### config.mk
export PLATFORM = sky130hd
export DESIGN_NAME = dsm2_modulator
export DESIGN_NICKNAME = d
export VERILOG_FILES = /design/src/rtl/dsm_pkg.sv /design/src/rtl/dsm_sat_add.sv /design/src/rtl/dsm2_modulator.sv
export SDC_FILE = /design/constraint.sdc
export NUM_CORES = 1
export LEC_CHECK = 0
export CAP_MARGIN = 20
export CORE_ASPECT_RATIO = 1.1
export CORE_MARGIN = 8
export CORE_UTILIZATION = 55
export DETAILED_ROUTE_END_ITERATION = 8
export GPL_TIMING_DRIVEN = 0
export PLACE_DENSITY = 0.71
export SETUP_SLACK_MARGIN = 0.4
export SLEW_MARGIN = 20
export SYNTH_ARGS = -nofsm -noshare
export SYNTH_HDL_FRONTEND = slang
export SYNTH_SLANG_ARGS = --single-unit
### constraint.sdc
create_clock -name clock -period 7.45 [get_ports clock]
set_input_delay 1.49 -clock clock [delete_from_list [all_inputs] [get_ports clock]]
set_output_delay 1.49 -clock clock [all_outputs]
set_load 0.1 [all_outputs]
### src/rtl/dsm_pkg.sv
// -----------------------------------------------------------------------------
// dsm_pkg
// Shared types and constants for the second-order delta-sigma modulator.
//   dsm_state_t : modulator state (IDLE=0, RUN=1, RECOVER=2)
//   FB          : feedback magnitude, full scale of the Q1.14 mixer sample
//   LFSR_SEED   : reset value of the optional dither LFSR
//   LFSR_TAPS   : feedback mask for taps 16,14,13,11 (bits 15,13,12,10)
// -----------------------------------------------------------------------------
package dsm_pkg;

  typedef enum logic [1:0] {
    IDLE    = 2'd0,
    RUN     = 2'd1,
    RECOVER = 2'd2
  } dsm_state_t;

  localparam int FB = 16384;

  localparam logic [15:0] LFSR_SEED = 16'hACE1;
  localparam logic [15:0] LFSR_TAPS = 16'hB400;

endpackage

### src/rtl/dsm_sat_add.sv
// -----------------------------------------------------------------------------
// dsm_sat_add
// Combinational signed adder whose result is clamped to the DATA_W range
// instead of wrapping.
//   a, b : signed addends (DATA_W)
//   sum  : saturated signed sum (DATA_W)
// -----------------------------------------------------------------------------
module dsm_sat_add #(
  parameter int DATA_W = 20
) (
  input  logic signed [DATA_W-1:0] a,
  input  logic signed [DATA_W-1:0] b,
  output logic signed [DATA_W-1:0] sum
);

  localparam logic signed [DATA_W-1:0] MAX_V = {1'b0, {(DATA_W-1){1'b1}}};
  localparam logic signed [DATA_W-1:0] MIN_V = {1'b1, {(DATA_W-1){1'b0}}};

  // One guard bit is enough for a two-operand sum; disagreement between the
  // guard bit and the result MSB means the true sum left the range.
  function automatic logic signed [DATA_W-1:0] sat(input logic signed [DATA_W:0] v);
    if (v[DATA_W] != v[DATA_W-1]) begin
      return v[DATA_W] ? MIN_V : MAX_V;
    end
    return v[DATA_W-1:0];
  endfunction

  logic signed [DATA_W:0] wide;

  assign wide = {a[DATA_W-1], a} + {b[DATA_W-1], b};
  assign sum  = sat(wide);

endmodule

### src/rtl/dsm2_modulator.sv
// -----------------------------------------------------------------------------
// dsm2_modulator
// Second-order 1-bit delta-sigma modulator (Boser-Wooley: two half-gain
// saturating integrators and a sign quantizer) with overload detection and
// automatic integrator-reset recovery.
//   clock, reset : clock and synchronous active-high reset
//   enable       : 0 holds the modulator cleared in IDLE
//   in_valid     : sample strobe, mix_i is accepted when high
//   mix_i        : signed Q1.14 input sample
//   ovl_clr      : clears ovl_sticky (a simultaneous RECOVER entry wins)
//   dout         : bitstream bit, 1 = +FB, 0 = -FB
//   dout_valid   : one-cycle pulse in the cycle after each accepted strobe
//   ovl_sticky   : set whenever RECOVER is entered
//   state_o      : IDLE=0, RUN=1, RECOVER=2
// Optional feature: define DSM2_DITHER_EN to add a 16-bit LFSR dither term
// (-8..+7) to the quantizer decision. Without it the bitstream is fully
// deterministic.
// -----------------------------------------------------------------------------
module dsm2_modulator
  import dsm_pkg::*;
#(
  parameter int IN_W        = 15,
  parameter int ACC_W       = 20,
  parameter int OVL_THRESH  = 262144,
  parameter int OVL_LIMIT   = 8,
  parameter int RECOVER_LEN = 16
) (
  input  logic                   clock,
  input  logic                   reset,
  input  logic                   enable,
  input  logic                   in_valid,
  input  logic signed [IN_W-1:0] mix_i,
  input  logic                   ovl_clr,
  output logic                   dout,
  output logic                   dout_valid,
  output logic                   ovl_sticky,
  output logic [1:0]             state_o
);

  localparam int OC_W = $clog2(OVL_LIMIT + 1);
  localparam int RC_W = $clog2(RECOVER_LEN + 1);

  localparam logic signed [ACC_W-1:0] FB_POS  = ACC_W'(FB);
  localparam logic signed [ACC_W-1:0] FB_NEG  = ACC_W'(-FB);
  localparam logic signed [ACC_W-1:0] OVL_POS = ACC_W'(OVL_THRESH);
  localparam logic signed [ACC_W-1:0] OVL_NEG = ACC_W'(-OVL_THRESH);

  // (a - b) >>> 1 evaluated one bit wider so the difference cannot wrap;
  // after the halving the result always fits back into ACC_W.
  function automatic logic signed [ACC_W-1:0] half_diff(
    input logic signed [ACC_W-1:0] a,
    input logic signed [ACC_W-1:0] b
  );
    logic signed [ACC_W:0] d;
    d = {a[ACC_W-1], a} - {b[ACC_W-1], b};
    return ACC_W'(d >>> 1);
  endfunction

  dsm_state_t              state;
  logic signed [ACC_W-1:0] int1;
  logic signed [ACC_W-1:0] int2;
  logic                    q;
  logic                    vld_p1;
  logic                    sticky;
  logic [OC_W-1:0]         ovl_cnt;
  logic [RC_W-1:0]         rec_cnt;

  logic signed [ACC_W-1:0] x;
  logic signed [ACC_W-1:0] fb;
  logic signed [ACC_W-1:0] step1;
  logic signed [ACC_W-1:0] step2;
  logic signed [ACC_W-1:0] int1_next;
  logic signed [ACC_W-1:0] int2_next;
  logic                    q_next;
  logic                    ovl_hit;
  logic                    enter_rec;

  assign x     = {{(ACC_W-IN_W){mix_i[IN_W-1]}}, mix_i};
  assign fb    = q ? FB_POS : FB_NEG;
  assign step1 = half_diff(x, fb);
  assign step2 = half_diff(int1, fb);

  dsm_sat_add #(.DATA_W(ACC_W)) u_int1 (
    .a   (int1),
    .b   (step1),
    .sum (int1_next)
  );

  dsm_sat_add #(.DATA_W(ACC_W)) u_int2 (
    .a   (int2),
    .b   (step2),
    .sum (int2_next)
  );

`ifdef DSM2_DITHER_EN
  logic [15:0]             lfsr;
  logic signed [4:0]       dith5;
  logic signed [ACC_W-1:0] dith;
  logic signed [ACC_W:0]   qsum;

  assign dith5  = $signed({1'b0, lfsr[3:0]}) - 5'sd8;
  assign dith   = {{(ACC_W-5){dith5[4]}}, dith5};
  assign qsum   = {int2_next[ACC_W-1], int2_next} + {dith[ACC_W-1], dith};
  assign q_next = ~qsum[ACC_W];
`else
  assign q_next = ~int2_next[ACC_W-1];
`endif

  assign ovl_hit   = (int2_next >= OVL_POS) || (int2_next <= OVL_NEG);
  assign enter_rec = enable && (state == RUN) && in_valid && ovl_hit &&
                     (ovl_cnt == OC_W'(OVL_LIMIT - 1));

  // ---- stage p0 -> p1: integrators, quantizer, control ----
  always_ff @(posedge clock) begin
    if (reset) begin
      state   <= IDLE;
      int1    <= '0;
      int2    <= '0;
      q       <= 1'b0;
      vld_p1  <= 1'b0;
      sticky  <= 1'b0;
      ovl_cnt <= '0;
      rec_cnt <= '0;
`ifdef DSM2_DITHER_EN
      lfsr    <= LFSR_SEED;
`endif
    end else begin
      vld_p1 <= 1'b0;

      if (enter_rec) begin
        sticky <= 1'b1;
      end else if (ovl_clr) begin
        sticky <= 1'b0;
      end

      if (!enable) begin
        state   <= IDLE;
        int1    <= '0;
        int2    <= '0;
        q       <= 1'b0;
        ovl_cnt <= '0;
        rec_cnt <= '0;
      end else begin
        case (state)
          IDLE: begin
            // Strobes arriving while leaving IDLE are dropped on purpose.
            state <= RUN;
          end
          RUN: begin
            if (in_valid) begin
              vld_p1 <= 1'b1;
              q      <= q_next;
`ifdef DSM2_DITHER_EN
              lfsr   <= {lfsr[14:0], ^(lfsr & LFSR_TAPS)};
`endif
              if (enter_rec) begin
                state   <= RECOVER;
                int1    <= '0;
                int2    <= '0;
                ovl_cnt <= '0;
              end else begin
                int1    <= int1_next;
                int2    <= int2_next;
                ovl_cnt <= ovl_hit ? ovl_cnt + 1'b1 : '0;
              end
            end
          end
          RECOVER: begin
            if (in_valid) begin
              vld_p1 <= 1'b1;
              if (rec_cnt == RC_W'(RECOVER_LEN - 1)) begin
                rec_cnt <= '0;
                q       <= 1'b0;
                state   <= RUN;
              end else begin
                rec_cnt <= rec_cnt + 1'b1;
                // Alternating 1,0,1,0... keyed off the strobe index.
                q       <= ~rec_cnt[0];
              end
            end
          end
          default: state <= IDLE;
        endcase
      end
    end
  end

  assign dout       = q;
  assign dout_valid = vld_p1;
  assign ovl_sticky = sticky;
  assign state_o    = state;

endmodule

# Yosys cells after proc, flatten, opt, wreduce, memory -nomap -nowiden
# Cells that the tools add are included.
[totals]
out_inout_bits = 5
regBits = 54
inputBits = 20
word_cells = 71
[classes]
add_sub_neg = 6
muxes = 26
bitwise_logic = 4
n_reduce_logical = 15
eq_ne = 10
order_cmp = 2
[op_table]
columns = ["operator", "count"]
rows = [
  ["two-way mux 20 bit", 9],
  ["adder 20 x 20 -> 21 bit", 2],
  ["subtractor 15 x 20 -> 21 bit", 1],
  ["subtractor 20 x 20 -> 21 bit", 1],
  ["greater-or-equal comparator 20 bit (second input constant)", 1],
  ["less-or-equal comparator 20 x 19 -> 1 bit (second input constant)", 1],
  ["two-way mux 1 bit", 8],
  ["two-way mux 2 bit", 4],
  ["two-way mux 4 bit", 2],
  ["!= test 2 bit (second input constant)", 4],
  ["one-hot mux 2 bit (3 select lines)", 1],
  ["adder 5 x 1 -> 5 bit (second input constant)", 1],
  ["== test 5 x 4 -> 1 bit (second input constant)", 1],
  ["two-way mux 5 bit", 1],
  ["adder 4 x 1 -> 4 bit (second input constant)", 1],
  ["== test 4 x 3 -> 1 bit (second input constant)", 1],
  ["logical AND 1 bit", 4],
  ["inverter 1 bit", 4],
  ["AND reduction 2 bit", 2],
  ["AND reduction 4 bit", 1],
  ["nonzero test 2 bit", 2],
  ["OR reduction 2 bit", 2],
  ["AND reduction 3 bit", 1],
  ["OR reduction 3 bit", 1],
  ["other kinds (6)", 7],
]

# Longest topological paths before layout
# Gate-level depths: netlist of the first run.
[depth]
word_depth = 13
depth_mapped = 18
ltp_nobuf = 17

# Hierarchy
# A second synthesis of the first run with hierarchy kept.
[unflattened]
hier_cells = 568
area_unflattened_um2 = 4790.8
[by_module_without_submodules]
columns = ["mod", "n_inst", "cells_each", "area_per_inst_um2"]
rows = [
  ["dsm_sat_add", 2, 172, 1218.7],
  ["dsm2_modulator", 1, 224, 2353.5],
]

# Worst setup path after synthesis of the first run
# OpenSTA, ideal clock, no wires.
[synth_timing]
path_type = "register -> register"
start = "reg q, in the netlist dout"
end = "reg int1[10]"
n_path_buf = 2
setup_ns = 0.074
path_stages_with_launch = 18
arrival_time_ns = 4.671
required_time_ns = 7.376
slack_ns = 2.705
period_less_slack_ns = 4.745
cell_sequence = "dfxtp_1 ha_1 a21o_1 a21oi_1 xnor2_1 ha_1 clkbuf_1 a21o_1 a21o_1 a221oi_1 nand3_1 xnor2_2 nor4_4 o31ai_4 a211oi_4 nand2_2 buf_2 o21ai_0"
[synth_via]
elab_chain_len = 11
word_cells_on_any_way = 21
classes_between = "add/sub (4); order compare (2); eq/ne (2); mux (10); reduce/logical (3)"
[synth_lines]
columns = ["item", "line_no", "source"]
rows = [
  ["start, declared", "dsm2_modulator.sv:62", "logic q;"],
  ["start signal, assigned", "dsm2_modulator.sv:152", "q <= q_next;"],
  ["start signal, assigned", "dsm2_modulator.sv:178", "q <= ~rec_cnt[0];"],
  ["two-way mux 20 bit (*)", "dsm2_modulator.sv:79", "assign fb = q ? FB_POS : FB_NEG;"],
  ["subtractor 20 x 20 -> 21 bit", "dsm2_modulator.sv:55", "d = {a[ACC_W-1], a} - {b[ACC_W-1], b};"],
  ["adder 20 x 20 -> 21 bit", "dsm_sat_add.sv:30", "assign wide = {a[DATA_W-1], a} + {b[DATA_W-1], b};"],
  ["two-way mux 20 bit / != test 1 bit (equally long branches)", "dsm_sat_add.sv:23, dsm_sat_add.sv:22", ""],
  ["two-way mux 20 bit / two-way mux 1 bit (equally long branches)", "dsm_sat_add.sv:22", "if (v[DATA_W] != v[DATA_W-1]) begin"],
  ["two-way mux 20 bit", "dsm_sat_add.sv:25", "return v[DATA_W-1:0];"],
  ["greater-or-equal comparator 20 bit / less-or-equal comparator 20 x 19 -> 1 bit (equally long branches)", "dsm2_modulator.sv:109", "assign ovl_hit = (int2_next >= OVL_POS) || (int2_next <= OVL_NEG);"],
  ["logical OR 1 bit", "dsm2_modulator.sv:109", ""],
  ["logical AND 1 bit (2 in a row)", "dsm2_modulator.sv:110", "assign enter_rec = enable && (state == RUN) && in_valid && ovl_hit &&"],
  ["two-way mux 20 bit (*)", "dsm2_modulator.sv:156", "if (enter_rec) begin"],
  ["end signal, assigned", "dsm2_modulator.sv:162", "int1 <= int1_next;"],
  ["end, declared", "dsm2_modulator.sv:60", "logic signed [ACC_W-1:0] int1;"],
]
# Mark *: on every way between the ends. The rest lies on a longest branch, timed or not. The select of a mux whose other input is x is not followed.
# A chain may end at the register's enable or synchronous reset.

# Worst setup path after layout of the first run
[layout_timing]
start = "in mix_i[14]"
end = "reg int1[17]"
[layout_via]
elab_chain_len = 6
word_cells_on_any_way = 8
classes_between = "add/sub (2); eq/ne (1); mux (5)"
[layout_lines]
columns = ["item", "line_no", "source"]
rows = [
  ["start, declared", "dsm2_modulator.sv:32", "input logic signed [IN_W-1:0] mix_i,"],
  ["subtractor 15 x 20 -> 21 bit (*)", "dsm2_modulator.sv:55", ""],
  ["adder 20 x 20 -> 21 bit (*)", "dsm_sat_add.sv:30", ""],
  ["two-way mux 20 bit / != test 1 bit (equally long branches)", "dsm_sat_add.sv:23, dsm_sat_add.sv:22", ""],
  ["two-way mux 20 bit / two-way mux 1 bit (equally long branches)", "dsm_sat_add.sv:22", ""],
  ["two-way mux 20 bit (*)", "dsm_sat_add.sv:25", ""],
  ["two-way mux 20 bit (*)", "dsm2_modulator.sv:156", ""],
]
# Marked as above.

==> results.md, run 1 <==
* Count of final setup violators at 0
* Overall Global Routing Usage at 20.1%
* Metal2 WL at 5720 µm
* F_max at 191 MHz
* Metal-1 WL at 5750 µm
* H-tree depth at 2
* Syn_nets at 686
* Ys flop type: dfxtp_1
* Antenna diodes at 0
* Post-CTS Setup Bufs at 0
* YS warnings at 0
* Peak VDD IR at 0.0936 mV
* Clock-pin transition on the worst setup and hold timing paths at 100 ps
* Placer Congestion at 0.927
* Ys async rst share at 0%
* Leakage at 2.26 nW
* Crit-path leading delay family: buffers and inverters
* Nets at 716
* PD cells at 125 nW/µm²
* Layout cell share with drive strength beyond 1 at 5.49%
* Area Overhead vs Synth at 10.2%
* Outcome: finished clean
* Top-level I/O count at 25
* Hold Buf Count CTS at 0
* RSZ-0062 raised after global routing: false
* Post-cts resize count at 0
* DR vias/cell at 6.02
* Met3 WL at 396 µm
* Max cap viols at 0
* Top Metal Used: met4
* Setup Skew at 7.54 ps
* Number of placed cells counting well taps at 742
* Vias in the first global route at 4240
* Fill count at 781
* GRT overflow at 0
* Die area at 11800 µm²
* Buffers & Inverters on Critical Path at 3
* Final Hold Fails at 0
* Total power at 0.650 mW
* Total area of sequential cells at 1080 µm²
* Fin crit period at 5250 ps
* Slowest stage delay, CP at 610 ps
* DR vias at 4510
* Die H at 113 µm
* Total core area at 8360 µm²
* Commonest non-fill, non-tap cell in the layout: nand2_1
* First-pass GRT wire length at 20000 µm
* Crit-path most repeated cell: ha_1
* Largest buffer count on any clock path at 2
* Critical path data required time at 7690 ps
* Final hold slack at 475 ps
* WS Path Type: in2reg
* Post-DR wirelength/cell at 16.2 µm
* Seq cells post-synth at 54
* TritonCTS clock tree: yes
* Setup_tns at 0 ps
* Crit path max fanout at 10
* Path type of the worst min-delay path: reg2reg
* Worst reg-to-reg setup slack at 2630 ps
* Place WS at 1900 ps
* Number of synthesized flops with an enable pin at 0
* Initial DRC count at 232
* Crit share post-route at 70.4%
* CP arrival at 5480 ps
* DRC violations left at 0
* Port Buffer Count at 23
* Count of different cell masters after synthesis at 70
* Routed Antenna Nets at 0
* Pre-antenna DRT Iters at 7
* Antenna violations before repair at 0
* Synth Cell Area at 4720 µm²
* Sink Count at 54
* Area of the multi-input gates at 3480 µm²
* Slew HR at 34.9%
* Pin count of the biggest net entering global routing at 16
* Worst-skew pair later-pin latency at 310 ps
* Crit path launch type: primary input
* Cell-by-cell listing of the critical path: clkdlybuf4s50_1 -> inv_1 -> ha_1 -> xor2_1 -> ha_1 -> a21o_1 -> a211o_1 -> a31oi_1 -> a21oi_1 -> xnor2_1 -> clkbuf_1 -> nor2_1 -> o21ai_0
* Synthesized netlist cell count at 608
* Crit-path slowest cell: xnor2_1
* Max-slew violation count at 0
* Total Wirelength at 12100 µm
* Most frequent cells in the layout: 79 x nand2_1, 61 x nor2_1, 55 x ha_1, 54 x dfxtp_1
* Syn avg cell area at 7.76 µm²
* DP Wirelength at 9510 µm
* Share of the yosys chip area belonging to registers at 22.9%
* Worst Tran Pin Value at 973 ps
* Inserted Clock Buffers at 5
* Initial Utilization at 56.4%
* Crit. End Element: register
* Die width at 104 µm
* PnR worst setup slack at 2200 ps
* Row cnt at 35
* Root Driver: clkbuf_8
* Layout Cells excl Fill at 749
==> registers in the layout, indices dropped and copies added (netlist names) <==
name	flops
int2	20
state_o	2
dout	1
ovl_cnt	4
ovl_sticky	1
rec_cnt	5
dout_valid	1
int1	20
==> synth_stat cells (3+ instances only) <==
library cell / count / share of area [%]
and3_1: 6 / 0.80
buf_2: 7 / 0.74
fa_1: 3 / 1.3
a21oi_1: 47 / 5.0
dfxtp_1: 54 / 23
o21ai_1: 9 / 0.95
nand4_1: 7 / 0.93
o21ai_0: 47 / 5.0
a22oi_1: 3 / 0.48
inv_1: 23 / 1.8
or3_1: 3 / 0.40
o2111ai_1: 3 / 0.56
nand3b_1: 3 / 0.48
nor2b_1: 7 / 0.93
a22o_1: 10 / 1.9
and2_1: 4 / 0.53
a211o_1: 3 / 0.56
o21bai_1: 7 / 1.1
nor2_1: 61 / 4.9
nand2b_1: 9 / 1.2
a21o_1: 14 / 2.2
o211ai_1: 5 / 0.80
xnor2_1: 19 / 3.5
xor2_1: 15 / 2.8
a211oi_1: 5 / 0.80
nand2_1: 79 / 6.3
o21a_1: 15 / 2.4
a31oi_1: 3 / 0.40
maj3_1: 4 / 0.85
nor3_1: 7 / 0.74
clkbuf_1: 11 / 0.87
nand3_1: 15 / 1.6
ha_1: 55 / 15
==> per-layer routing <==
layer / vias to the layer above / global-route usage (%)
li1: 2245 / -
met1: 2138 / 25.9
met2: 107 / 33.9
met3: 20 / 1.93
met4: 0 / 7.15
met5: - / 0
==> worst paths after layout <==
path,end,start,cells past startpoint
setup / recovery,int1[17],mix_i[14],13
setup reg to reg,int1[17],dout,18
hold reg to reg,int2[3],int2[3],2
hold / removal,int2[3],int2[3],2
==> power breakdown <==
| part | total, mW | internal, mW | switching [mW] | leakage, nW |
|---|---|---|---|---|
| logic | 0.149 | 0.0581 | 0.0906 | 1.77 |
| registers | 0.297 | 0.292 | 0.00497 | 0.435 |
| clock network | 0.204 | 0.108 | 0.0966 | 0.0573 |
==> cell families after synthesis <==
family	share of synthesized area, %
xor+xnor	6.65
flops	22.9
buf+inv	3.45
fa+ha+maj	16.7
simple gates	21.0
mux	0.689
compound gates	28.7
==> worst min-delay path, stage by stage (launching register included) <==
cell and delay, ps:
dfxtp_1 340, nand2_1 50, o21ai_0 60
==> final cells by class <==
class	count	share of cell area, %
clock inverter	1	0.577
clock buffer	6	1.59
multi-input combinational	513	66.8
buffer	18	1.47
timing repair buffer	23	4.43
inverter	23	1.66
tap	111	2.67
sequential	54	20.8
==> metrics by stage <==
step	utilization [%]	instance area, µm²
6_report	62.2	5200
5_1_grt	62.2	5200
4_1_cts	62.2	5200
3_5_place_dp	60.9	5090
3_3_place_gp	60.9	5090
2_1_floorplan	-	4720
Power figures use the tool's default switching activity.
==> run 2, diff against run 1 <==
==> constraint.sdc (replaced) <==
create_clock -name clock -period 5.2 [get_ports clock]
set_input_delay 1.04 -clock clock [delete_from_list [all_inputs] [get_ports clock]]
set_output_delay 1.04 -clock clock [all_outputs]
set_load 0.1 [all_outputs]
==> run 2 against run 1 <==
  * Clock-buffer cell count unchanged
  * Combinational power up 45%
  * Setup slack worse by 1400 ps
  * Die area unchanged
  * Clock power up 44%
  * Cell count up 0.53%
  * Sequential cell count unchanged
==> results.md, run 2 (synthesis gave the netlist of run 1 again) <==
* DP Wirelength at 9510 µm
* Total Wirelength at 12200 µm
* DR vias at 4543
* Worst-skew pair later-pin latency at 310 ps
* First-pass GRT wire length at 20100 µm
* GRT overflow at 0
* Most frequent cells in the layout: 79 x nand2_1, 61 x nor2_1, 55 x ha_1, 53 x dfxtp_1
* Initial Utilization at 56.4%
* Sink Count at 54
* Vias in the first global route at 4258
* Final Hold Fails at 0
* H-tree depth at 2
* Inserted Clock Buffers at 5
* Outcome: finished clean
* Placer Congestion at 0.927
* Layout cell share with drive strength beyond 1 at 6.54%
* Antenna violations before repair at 0
* Nets at 720
* CP arrival at 4680 ps
* Fin crit period at 4450 ps
* PnR worst setup slack at 754 ps
* Die area at 11800 µm²
* Count of final setup violators at 0
* Root Driver: clkbuf_8
* F_max at 225 MHz
* Slew HR at 34.8%
* Crit path max fanout at 10
* Biggest regs: int1 x20, int2 x20, rec_cnt x5
* TritonCTS clock tree: yes
* Row cnt at 35
* Crit share post-route at 85.5%
* Slowest stage delay, CP at 540 ps
* Antenna diodes at 0
* Path type of the worst min-delay path: reg2reg
* Total core area at 8360 µm²
* Crit-path most repeated cell: ha_1
* Die H at 113 µm
* Peak VDD IR at 0.131 mV
* WS Path Type: in2reg
* Cell-by-cell listing of the critical path: clkdlybuf4s50_1 -> inv_1 -> ha_1 -> xor2_1 -> ha_1 -> a21o_1 -> a211o_1 -> a31oi_1 -> a21oi_1 -> xnor2_2 -> clkbuf_2 -> nor2_1 -> o21ai_0
* Area Overhead vs Synth at 11.1%
* RSZ-0062 raised after global routing: false
* Pin count of the biggest net entering global routing at 16
* Critical path data required time at 5430 ps
* Setup Skew at 6.45 ps
* Crit-path slowest cell: clkdlybuf4s50_1
* Place WS at 102 ps
* Commonest non-fill, non-tap cell in the layout: nand2_1
* Crit path launch type: primary input
* Clock-pin transition on the worst setup and hold timing paths at 100 ps
* Setup_tns at 0 ps
* Max-slew violation count at 0
* Max cap viols at 0
* Top-level I/O count at 25
* Leakage at 2.29 nW
* Initial DRC count at 190
* DR vias/cell at 6.03
* PD cells at 178 nW/µm²
* Port Buffer Count at 23
* Overall Global Routing Usage at 20.2%
* Post-DR wirelength/cell at 16.2 µm
* Routed Antenna Nets at 0
* Pre-antenna DRT Iters at 5
* Worst Tran Pin Value at 975 ps
* Largest buffer count on any clock path at 2
* Buffers & Inverters on Critical Path at 3
* Die width at 104 µm
* Crit. End Element: register
* DRC violations left at 0
* Crit-path leading delay family: compound AO/OA/AOI/OAI gates
run 2: timing repair:
item / CTS / global route
pin swaps: 1 / 0
hold buffers: 0 / 0
gates resized for setup: 0 / 5
setup endpoints to repair: 10 / 25
hold endpoints to repair: 0 / 0
setup buffers: 4 / 0
run 2: tightest hold or removal path: cells and delay by family (launching register included):
| kind | cells | cell delay (ps) |
|---|---|---|
| simple gates | 1 | 50 |
| compound gates | 1 | 60 |
| flops | 1 | 340 |
run 2: worst paths after layout:
path | start | slack [ps] | cells after the start | to
worst max-delay path | mix_i[14] | 750 | 13 | int1[17]
worst min-delay path | int2[3] | 470 | 2 | int2[3]
worst max register to register | dout | 790 | 16 | state_o[0]
worst min register to register | int2[3] | 470 | 2 | int2[3]
run 2: cell type report:
type	count	area, µm²
clock inverter	1	30.0
tap	111	139
sequential	54	1080
timing repair buffer	27	260
fill	774	3120
multi-input combinational	513	3490
inverter	23	86.3
clock buffer	6	82.6
buffer	18	77.6
run 2: report_power, final:
| part | internal (mW) | total, mW | switching [mW] |
|---|---|---|---|
| combinational | 0.0850 | 0.216 | 0.130 |
| sequential | 0.419 | 0.426 | 0.00714 |
| clock | 0.154 | 0.293 | 0.138 |
run 2: routing by layer:
metal | wire length [µm] | track usage, % | vias to the layer above
met5 | 0 | 0 | -
met4 | 245 | 7.15 | 0
met2 | 5730 | 34.4 | 113
met3 | 458 | 1.93 | 20
li1 | - | - | 2253
met1 | 5750 | 25.8 | 2157
run 2: through the flow:
stage	utilization [%]	hold WS, ps	cell area, µm²	instances	power (mW)
final	62.7	474	5240	753	0.934
after floorplan	-	429	4720	608	0.586
after global placement	60.9	442	5090	742	0.640
after detailed placement	60.9	450	5090	742	0.644
after CTS	62.6	473	5230	753	0.937
after global routing	62.7	505	5240	753	0.979
